`src/rtl/ahb_apb_pkg.sv`:
```
`default_nettype none
// ============================================================================
// Module      : ahb_apb_pkg
// Description : Shared AHB transfer/response encodings and bridge FSM states.
// Revision    : 1.0 - initial release
// ============================================================================
package ahb_apb_pkg;

    typedef enum logic [1:0] {
        HTRANS_IDLE   = 2'd0,
        HTRANS_BUSY   = 2'd1,
        HTRANS_NONSEQ = 2'd2,
        HTRANS_SEQ    = 2'd3
    } htrans_t;

    typedef enum logic [1:0] {
        HRESP_OKAY  = 2'd0,
        HRESP_ERROR = 2'd1
    } hresp_t;

    typedef enum logic [2:0] {
        ST_IDLE   = 3'd0,
        ST_WDATA  = 3'd1,
        ST_SETUP  = 3'd2,
        ST_ACCESS = 3'd3,
        ST_DONE   = 3'd4,
        ST_ERR1   = 3'd5,
        ST_ERR2   = 3'd6
    } bridge_state_t;

    // Slave index width, never narrower than one bit.
    function automatic int idx_width(input int n);
        return (n <= 2) ? 1 : $clog2(n);
    endfunction

endpackage
`default_nettype wire

```
`src/rtl/apb_slave_mux.sv`:
```
`default_nettype none
// ============================================================================
// Module      : apb_slave_mux
// Description : Selects read data, ready and error of the addressed APB slave.
// Revision    : 1.0 - initial release
// ============================================================================
module apb_slave_mux
    import ahb_apb_pkg::*;
#(
    parameter int DATA_WIDTH = 32,
    parameter int NUM_SLAVES = 4,
    parameter int IDX_W      = 2
) (
    input  logic [IDX_W-1:0]                 idx_i,
    input  logic [NUM_SLAVES*DATA_WIDTH-1:0] p_rdata_i,
    input  logic [NUM_SLAVES-1:0]            p_ready_i,
    input  logic [NUM_SLAVES-1:0]            p_slverr_i,
    output logic [DATA_WIDTH-1:0]            rdata_o,
    output logic                             ready_o,
    output logic                             slverr_o
);

    // Out-of-range indices select nothing, so all outputs stay low.
    always_comb begin
        rdata_o  = '0;
        ready_o  = 1'b0;
        slverr_o = 1'b0;
        for (int i = 0; i < NUM_SLAVES; i++) begin
            if (idx_i == IDX_W'(i)) begin
                rdata_o  = p_rdata_i[i*DATA_WIDTH +: DATA_WIDTH];
                ready_o  = p_ready_i[i];
                slverr_o = p_slverr_i[i];
            end
        end
    end

endmodule
`default_nettype wire

```
`src/rtl/ahb_apb_bridge_multi.sv`:
```
`default_nettype none
// ============================================================================
// Module      : ahb_apb_bridge_multi
// Description : AHB-to-APB bridge with address-decoded multi-slave APB port.
// Revision    : 1.0 - initial release
// ============================================================================
module ahb_apb_bridge_multi
    import ahb_apb_pkg::*;
#(
    parameter int DATA_WIDTH  = 32,
    parameter int ADDR_WIDTH  = 32,
    parameter int NUM_SLAVES  = 4,
    parameter int SLV_SEL_LSB = 12,
    parameter int TIMEOUT     = 16
) (
    input  logic                             H_CLK,
    input  logic                             H_RESET,
    input  logic                             H_SEL,
    input  logic                             H_READY_IN,
    input  logic [1:0]                       H_TRANS,
    input  logic                             H_WRITE,
    input  logic [ADDR_WIDTH-1:0]            H_ADDR,
    input  logic [DATA_WIDTH-1:0]            H_WDATA,
    output logic                             H_READY_OUT,
    output logic [1:0]                       H_RESP,
    output logic [DATA_WIDTH-1:0]            H_RDATA,
    output logic [NUM_SLAVES-1:0]            P_SEL,
    output logic                             P_ENABLE,
    output logic                             P_WRITE,
    output logic [ADDR_WIDTH-1:0]            P_ADDR,
    output logic [DATA_WIDTH-1:0]            P_WDATA,
    input  logic [NUM_SLAVES*DATA_WIDTH-1:0] P_RDATA,
    input  logic [NUM_SLAVES-1:0]            P_READY,
    input  logic [NUM_SLAVES-1:0]            P_SLVERR
);

    localparam int IDX_W = idx_width(NUM_SLAVES);
    localparam int CNT_W = $clog2(TIMEOUT + 1);

    bridge_state_t          state_q;
    bridge_state_t          state_d;
    logic [ADDR_WIDTH-1:0]  addr_q;
    logic                   write_q;
    logic [DATA_WIDTH-1:0]  wdata_q;
    logic [DATA_WIDTH-1:0]  rdata_q;
    logic [CNT_W-1:0]       cnt_q;
    logic [CNT_W-1:0]       cnt_d;

    logic [IDX_W-1:0]       w_idx;
    logic [IDX_W-1:0]       w_in_idx;
    logic                   w_in_valid;
    logic                   w_capture;
    logic                   w_apb_active;
    logic                   w_err;
    logic [DATA_WIDTH-1:0]  w_sel_rdata;
    logic                   w_sel_ready;
    logic                   w_sel_slverr;

    assign w_idx      = addr_q[SLV_SEL_LSB +: IDX_W];
    assign w_in_idx   = H_ADDR[SLV_SEL_LSB +: IDX_W];
    assign w_in_valid = (32'(w_in_idx) < 32'(NUM_SLAVES));

    // ERR2 drives H_READY_OUT high but must not accept a new transfer.
    assign w_capture = ((state_q == ST_IDLE) || (state_q == ST_DONE))
                     & H_SEL & H_READY_IN & H_READY_OUT
                     & ((H_TRANS == HTRANS_NONSEQ) || (H_TRANS == HTRANS_SEQ));

    apb_slave_mux #(
        .DATA_WIDTH (DATA_WIDTH),
        .NUM_SLAVES (NUM_SLAVES),
        .IDX_W      (IDX_W)
    ) u_slave_mux (
        .idx_i      (w_idx),
        .p_rdata_i  (P_RDATA),
        .p_ready_i  (P_READY),
        .p_slverr_i (P_SLVERR),
        .rdata_o    (w_sel_rdata),
        .ready_o    (w_sel_ready),
        .slverr_o   (w_sel_slverr)
    );

    always_comb begin
        state_d = state_q;
        cnt_d   = '0;
        case (state_q)
            ST_IDLE, ST_DONE: begin
                if (!w_capture) begin
                    state_d = ST_IDLE;
                end else if (!w_in_valid) begin
                    state_d = ST_ERR1;
                end else if (H_WRITE) begin
                    state_d = ST_WDATA;
                end else begin
                    state_d = ST_SETUP;
                end
            end
            ST_WDATA:  state_d = ST_SETUP;
            ST_SETUP:  state_d = ST_ACCESS;
            ST_ACCESS: begin
                // cnt_q holds the number of ACCESS cycles already spent waiting.
                if (w_sel_ready) begin
                    if (w_sel_slverr) begin
                        state_d = ST_ERR1;
                    end else begin
                        state_d = ST_DONE;
                    end
                end else if (cnt_q == CNT_W'(TIMEOUT - 1)) begin
                    state_d = ST_ERR1;
                end else begin
                    cnt_d = cnt_q + 1'b1;
                end
            end
            ST_ERR1:   state_d = ST_ERR2;
            ST_ERR2:   state_d = ST_IDLE;
            default:   state_d = ST_IDLE;
        endcase
    end

    always_ff @(posedge H_CLK) begin
        if (H_RESET) begin
            state_q <= ST_IDLE;
            addr_q  <= '0;
            write_q <= 1'b0;
            wdata_q <= '0;
            rdata_q <= '0;
            cnt_q   <= '0;
        end else begin
            state_q <= state_d;
            cnt_q   <= cnt_d;
            if (w_capture) begin
                addr_q  <= H_ADDR;
                write_q <= H_WRITE;
            end
            if (state_q == ST_WDATA) begin
                wdata_q <= H_WDATA;
            end
            if ((state_q == ST_ACCESS) && !write_q && w_sel_ready && !w_sel_slverr) begin
                rdata_q <= w_sel_rdata;
            end
        end
    end

    assign w_apb_active = (state_q == ST_SETUP) || (state_q == ST_ACCESS);
    assign w_err        = (state_q == ST_ERR1) || (state_q == ST_ERR2);

    for (genvar gi = 0; gi < NUM_SLAVES; gi++) begin : g_psel
        assign P_SEL[gi] = w_apb_active && (w_idx == IDX_W'(gi));
    end

    assign P_ENABLE    = (state_q == ST_ACCESS);
    assign P_WRITE     = write_q;
    assign P_ADDR      = addr_q;
    assign P_WDATA     = wdata_q;
    assign H_RDATA     = rdata_q;
    assign H_READY_OUT = (state_q == ST_IDLE) || (state_q == ST_DONE) || (state_q == ST_ERR2);
    assign H_RESP      = w_err ? HRESP_ERROR : HRESP_OKAY;

endmodule
`default_nettype wire

```
`config.mk`:
```
export PLATFORM = sky130hd
export DESIGN_NAME = ahb_apb_bridge_multi
export DESIGN_NICKNAME = d
export VERILOG_FILES = /design/src/rtl/ahb_apb_pkg.sv /design/src/rtl/apb_slave_mux.sv /design/src/rtl/ahb_apb_bridge_multi.sv
export SDC_FILE = /design/constraint.sdc
export NUM_CORES = 1
export LEC_CHECK = 0
export BUFFER_PORTS_ARGS = -buffer_cell sky130_fd_sc_hd__buf_2
export CAP_MARGIN = 5
export CELL_PAD_IN_SITES_DETAIL_PLACEMENT = 0
export CELL_PAD_IN_SITES_GLOBAL_PLACEMENT = 1
export CORE_MARGIN = 10
export CORE_UTILIZATION = 33
export DETAILED_ROUTE_END_ITERATION = 10
export MAX_ROUTING_LAYER = met4
export PLACE_DENSITY_LB_ADDON = 0.1
export SYNTH_ARGS = -nofsm -noshare
export SYNTH_HDL_FRONTEND = slang
export SYNTH_HIERARCHICAL = 1
export SYNTH_SLANG_ARGS = --single-unit
```
`constraint.sdc`:
```
create_clock -name H_CLK -period 3.2 [get_ports H_CLK]
set_clock_uncertainty 0.15 [all_clocks]
set_input_delay 0.64 -clock H_CLK [delete_from_list [all_inputs] [get_ports H_CLK]]
set_output_delay 0.64 -clock H_CLK [all_outputs]
set_load 0.03 [all_outputs]
```
==> results.toml <==
[die]
die_x_um = 143.7
fp-row-count = 45
ios = 312
die_h_um = 143.7
die-area_mm2 = 0.02064
core_area_mm2 = 0.01509
start_util_pct = 33.45

[clocking]
cts_root_buf = "clkbuf_16"
ctsHtreeMaxLevel = 3
cts_max_path_buffers = 2
clkTransAtPathRegs_ns = 0.07
cts_setup_buffers = 0
cts.sinks = 105
cts_buffers = 9
insertion_delay_ns = 0.34
cts_tree = "done"
postCtsHoldBufs = 0
postCtsResizedCells = 0

[sta]
setup_viol = 0
setup-tns-final_ns = 0
fin_crit_ns = 2.456
fmax_mhz = 407.2
fin_crit_sh_pct = 76.75
final_hold_viol_count = 0
rsz0062_at_grt = "no"
slew_viol_final = 0
relSlewSlack_pct = 28.71
worst_pin_slew_ns = 1.069

[global_routing]
grt-ovfl-total = 0
grtUsageMet1_pct = 18.08
grt_pass1_wl_um = 25630
antenna_found_initial = 0
grt_pass1_vias = 4801
gr-max-usage-layer = "met2"
met3_usage_pct = 5.347
grtUsageTotal_pct = 16.32
grtUsageMet2_pct = 27.41
grt_max_degree = 78

[yosys]
yosys_warnings = 6
syn_avg_cell_area_um2 = 9.706
syn_area_mm2 = 0.005047
ys_seq_elements = 105
synth_fp_nets = 729
ys_seq_area_share_pct = 41.65
syn_inst = 520
synth_top_area_share_pct = 41.65
synth_top_area_cell = "dfxtp_1"
synth.distinct_cells = 36
synth_area_leaders = "dfxtp_1 (42%), nand2_1 (15%), mux4_2 (13%), mux2i_1 (13%), a21oi_1 (3.3%)"

[power_and_ir_drop]
p_leak_nw = 3.147
finalPower_mw = 2.969
pwr_density_cell_mw_per_mm2 = 431.3
max-vdd-ir-drop_uv = 242.3

[finish]
final_cell_count_no_fill = 995
finalNetCount = 1011
syn_to_final_growth_pct = 36.39
diodes = 0
fillers = 1516
drive_gt1_share_pct = 45.85

[routing]
avgViaCountPerCell = 4.646
vias = 4623
first_iter_violations = 219
post-route-drc-count = 0
avgRoutedWirePerCell_um = 17.51
drtAntennaViolNets = 0
wirelength_um = 17420
dr.pass1.iters = 4

[critical_path]
r2r_slack_ns = 0.80
critPathKind = "reg -> out"
end_kind = "output port"
reg2reg_to = "H_RDATA[13]$_SDFFE_PP0P_"
r2r-start = "P_ADDR[12]$_SDFFE_PP0P_"
reg2reg_depth = 5
cp-start-kind = "register"
cp.arrival_ns = 1.67
worst-path-max-fanout = 12
required_ns = 2.41

[min_path]
hold_path_depth = 1
min-delay-path-class = "reg -> reg"
hold_end = "cnt_q[0]$_SDFF_PP0_"
min-delay-start = "cnt_q[0]$_SDFF_PP0_"

[placement]
hpwl_um = 14030
gp_congestion = 0.9117
port_buffers = 309
dp_cells = 979

[run]
max-cap-violations = 0

[run_status]
status = "finished clean"
metal layers:
layer,wire [µm],up-vias
met3,1405,21
met2,8817,179
li1,-,2317
met4,225,0
met5,0,-
met1,6970,2106
state kept, by name, indices dropped and copies added, names as in the netlist:
name	flops
H_RDATA	32
P_ADDR	32
P_WDATA	32
P_WRITE	1
cnt_q	5
state_q	3
worst max-delay path by stage:
stage                            startpoint                       end  slack [ns]  depth (start not counted)
global placement                P_SLVERR[1]   H_RDATA[4]$_SDFFE_PP0P_        0.76                          6
detailed placement              P_SLVERR[1]  H_RDATA[13]$_SDFFE_PP0P_        0.71                          6
floorplan           P_ADDR[12]$_SDFFE_PP0P_  H_RDATA[10]$_SDFFE_PP0P_        0.82                          6
CTS                 state_q[1]$_SDFFE_PP0P_                  P_SEL[1]        0.70                          4
global route        state_q[1]$_SDFFE_PP0P_                  P_SEL[1]        0.56                          4
finish              state_q[1]$_SDFFE_PP0P_                  P_SEL[1]        0.74                          4
cells by family after synthesis:
family	synth area share, %
flops	41.65
buf+inv	6.594
fa+ha+maj	0.4957
simple gates	18.15
compound gates	3.966
mux	28.56
other cells	0.07430
xor+xnor	0.5207
layout by cell type (no fill, tap or decap), types with 2 or more instances in the layout:
| master | n |
|---|---|
| buf_2 | 309 |
| nand2_1 | 195 |
| dfxtp_1 | 103 |
| mux2i_1 | 66 |
| a21oi_1 | 33 |
| mux4_2 | 30 |
| nor2_1 | 9 |
| clkbuf_16 | 9 |
| buf_4 | 6 |
| and3_1 | 4 |
| mux4_1 | 4 |
| inv_1 | 3 |
| dfxtp_2 | 2 |
| nand3b_1 | 2 |
| xor2_1 | 2 |
| clkinv_2 | 2 |
| o21ai_0 | 2 |
| ha_1 | 2 |
| clkbuf_1 | 2 |
through the flow:
step	hold slack, ns	utilization [%]	setup slack (ns)	instance area (µm²)
2_1_floorplan	0.2679	-	0.8186	5047
3_3_place_gp	0.2806	43.65	0.7639	6586
3_5_place_dp	0.2873	43.65	0.7112	6586
4_1_cts	0.2993	45.62	0.7019	6884
5_1_grt	0.3163	45.62	0.5625	6884
6_report	0.2969	45.62	0.7440	6884
synthesized netlist by cell type:
library cell / n
dfxtp_1: 105
nand2_1: 195
nor2b_1: 1
xnor2_1: 1
clkbuf_1: 11
nor2_2: 1
or3b_1: 1
buf_4: 2
and2_1: 1
nand3b_1: 2
nor3_1: 1
nand3_1: 1
and3_1: 4
xor2_1: 2
nand2b_4: 1
nor2_1: 9
nor3b_2: 1
inv_1: 3
conb_1: 1
mux2i_1: 66
ha_1: 2
and4_4: 1
clkinv_1: 1
buf_12: 3
nor3b_1: 1
mux4_2: 30
nor3_4: 1
o21ai_0: 2
buf_6: 9
buf_2: 20
or4_4: 1
a22o_1: 1
o21a_1: 1
mux4_1: 4
a21oi_1: 33
a31o_2: 1
worst max-delay path, stage by stage, from the launching register on:
cell and delay (ns):
dfxtp_1 0.64, nor2b_1 0.30, nand2_1 0.08, nor2_1 0.09, buf_2 0.21
where the power goes:
part	internal [mW]	switching (mW)	total [mW]	leakage, nW
Clock	0.631	0.489	1.12	0.143
Sequential	1.34	0.0294	1.37	0.850
Combinational	0.220	0.257	0.476	2.15
cell type report:
| cell class | count | area (µm²) | share of cell area, % |
|---|---|---|---|
| clock buffers | 12 | 246.5 | 3.581 |
| clock inverters | 4 | 51.30 | 0.7452 |
| inverters | 4 | 16.27 | 0.2363 |
| multi-input cells | 366 | 2619 | 38.04 |
| flip-flops and latches | 105 | 2105 | 30.57 |
| well taps | 188 | 235.2 | 3.417 |
| repair buffers | 316 | 1612 | 23.41 |
(Power assumes the default switching activity.)
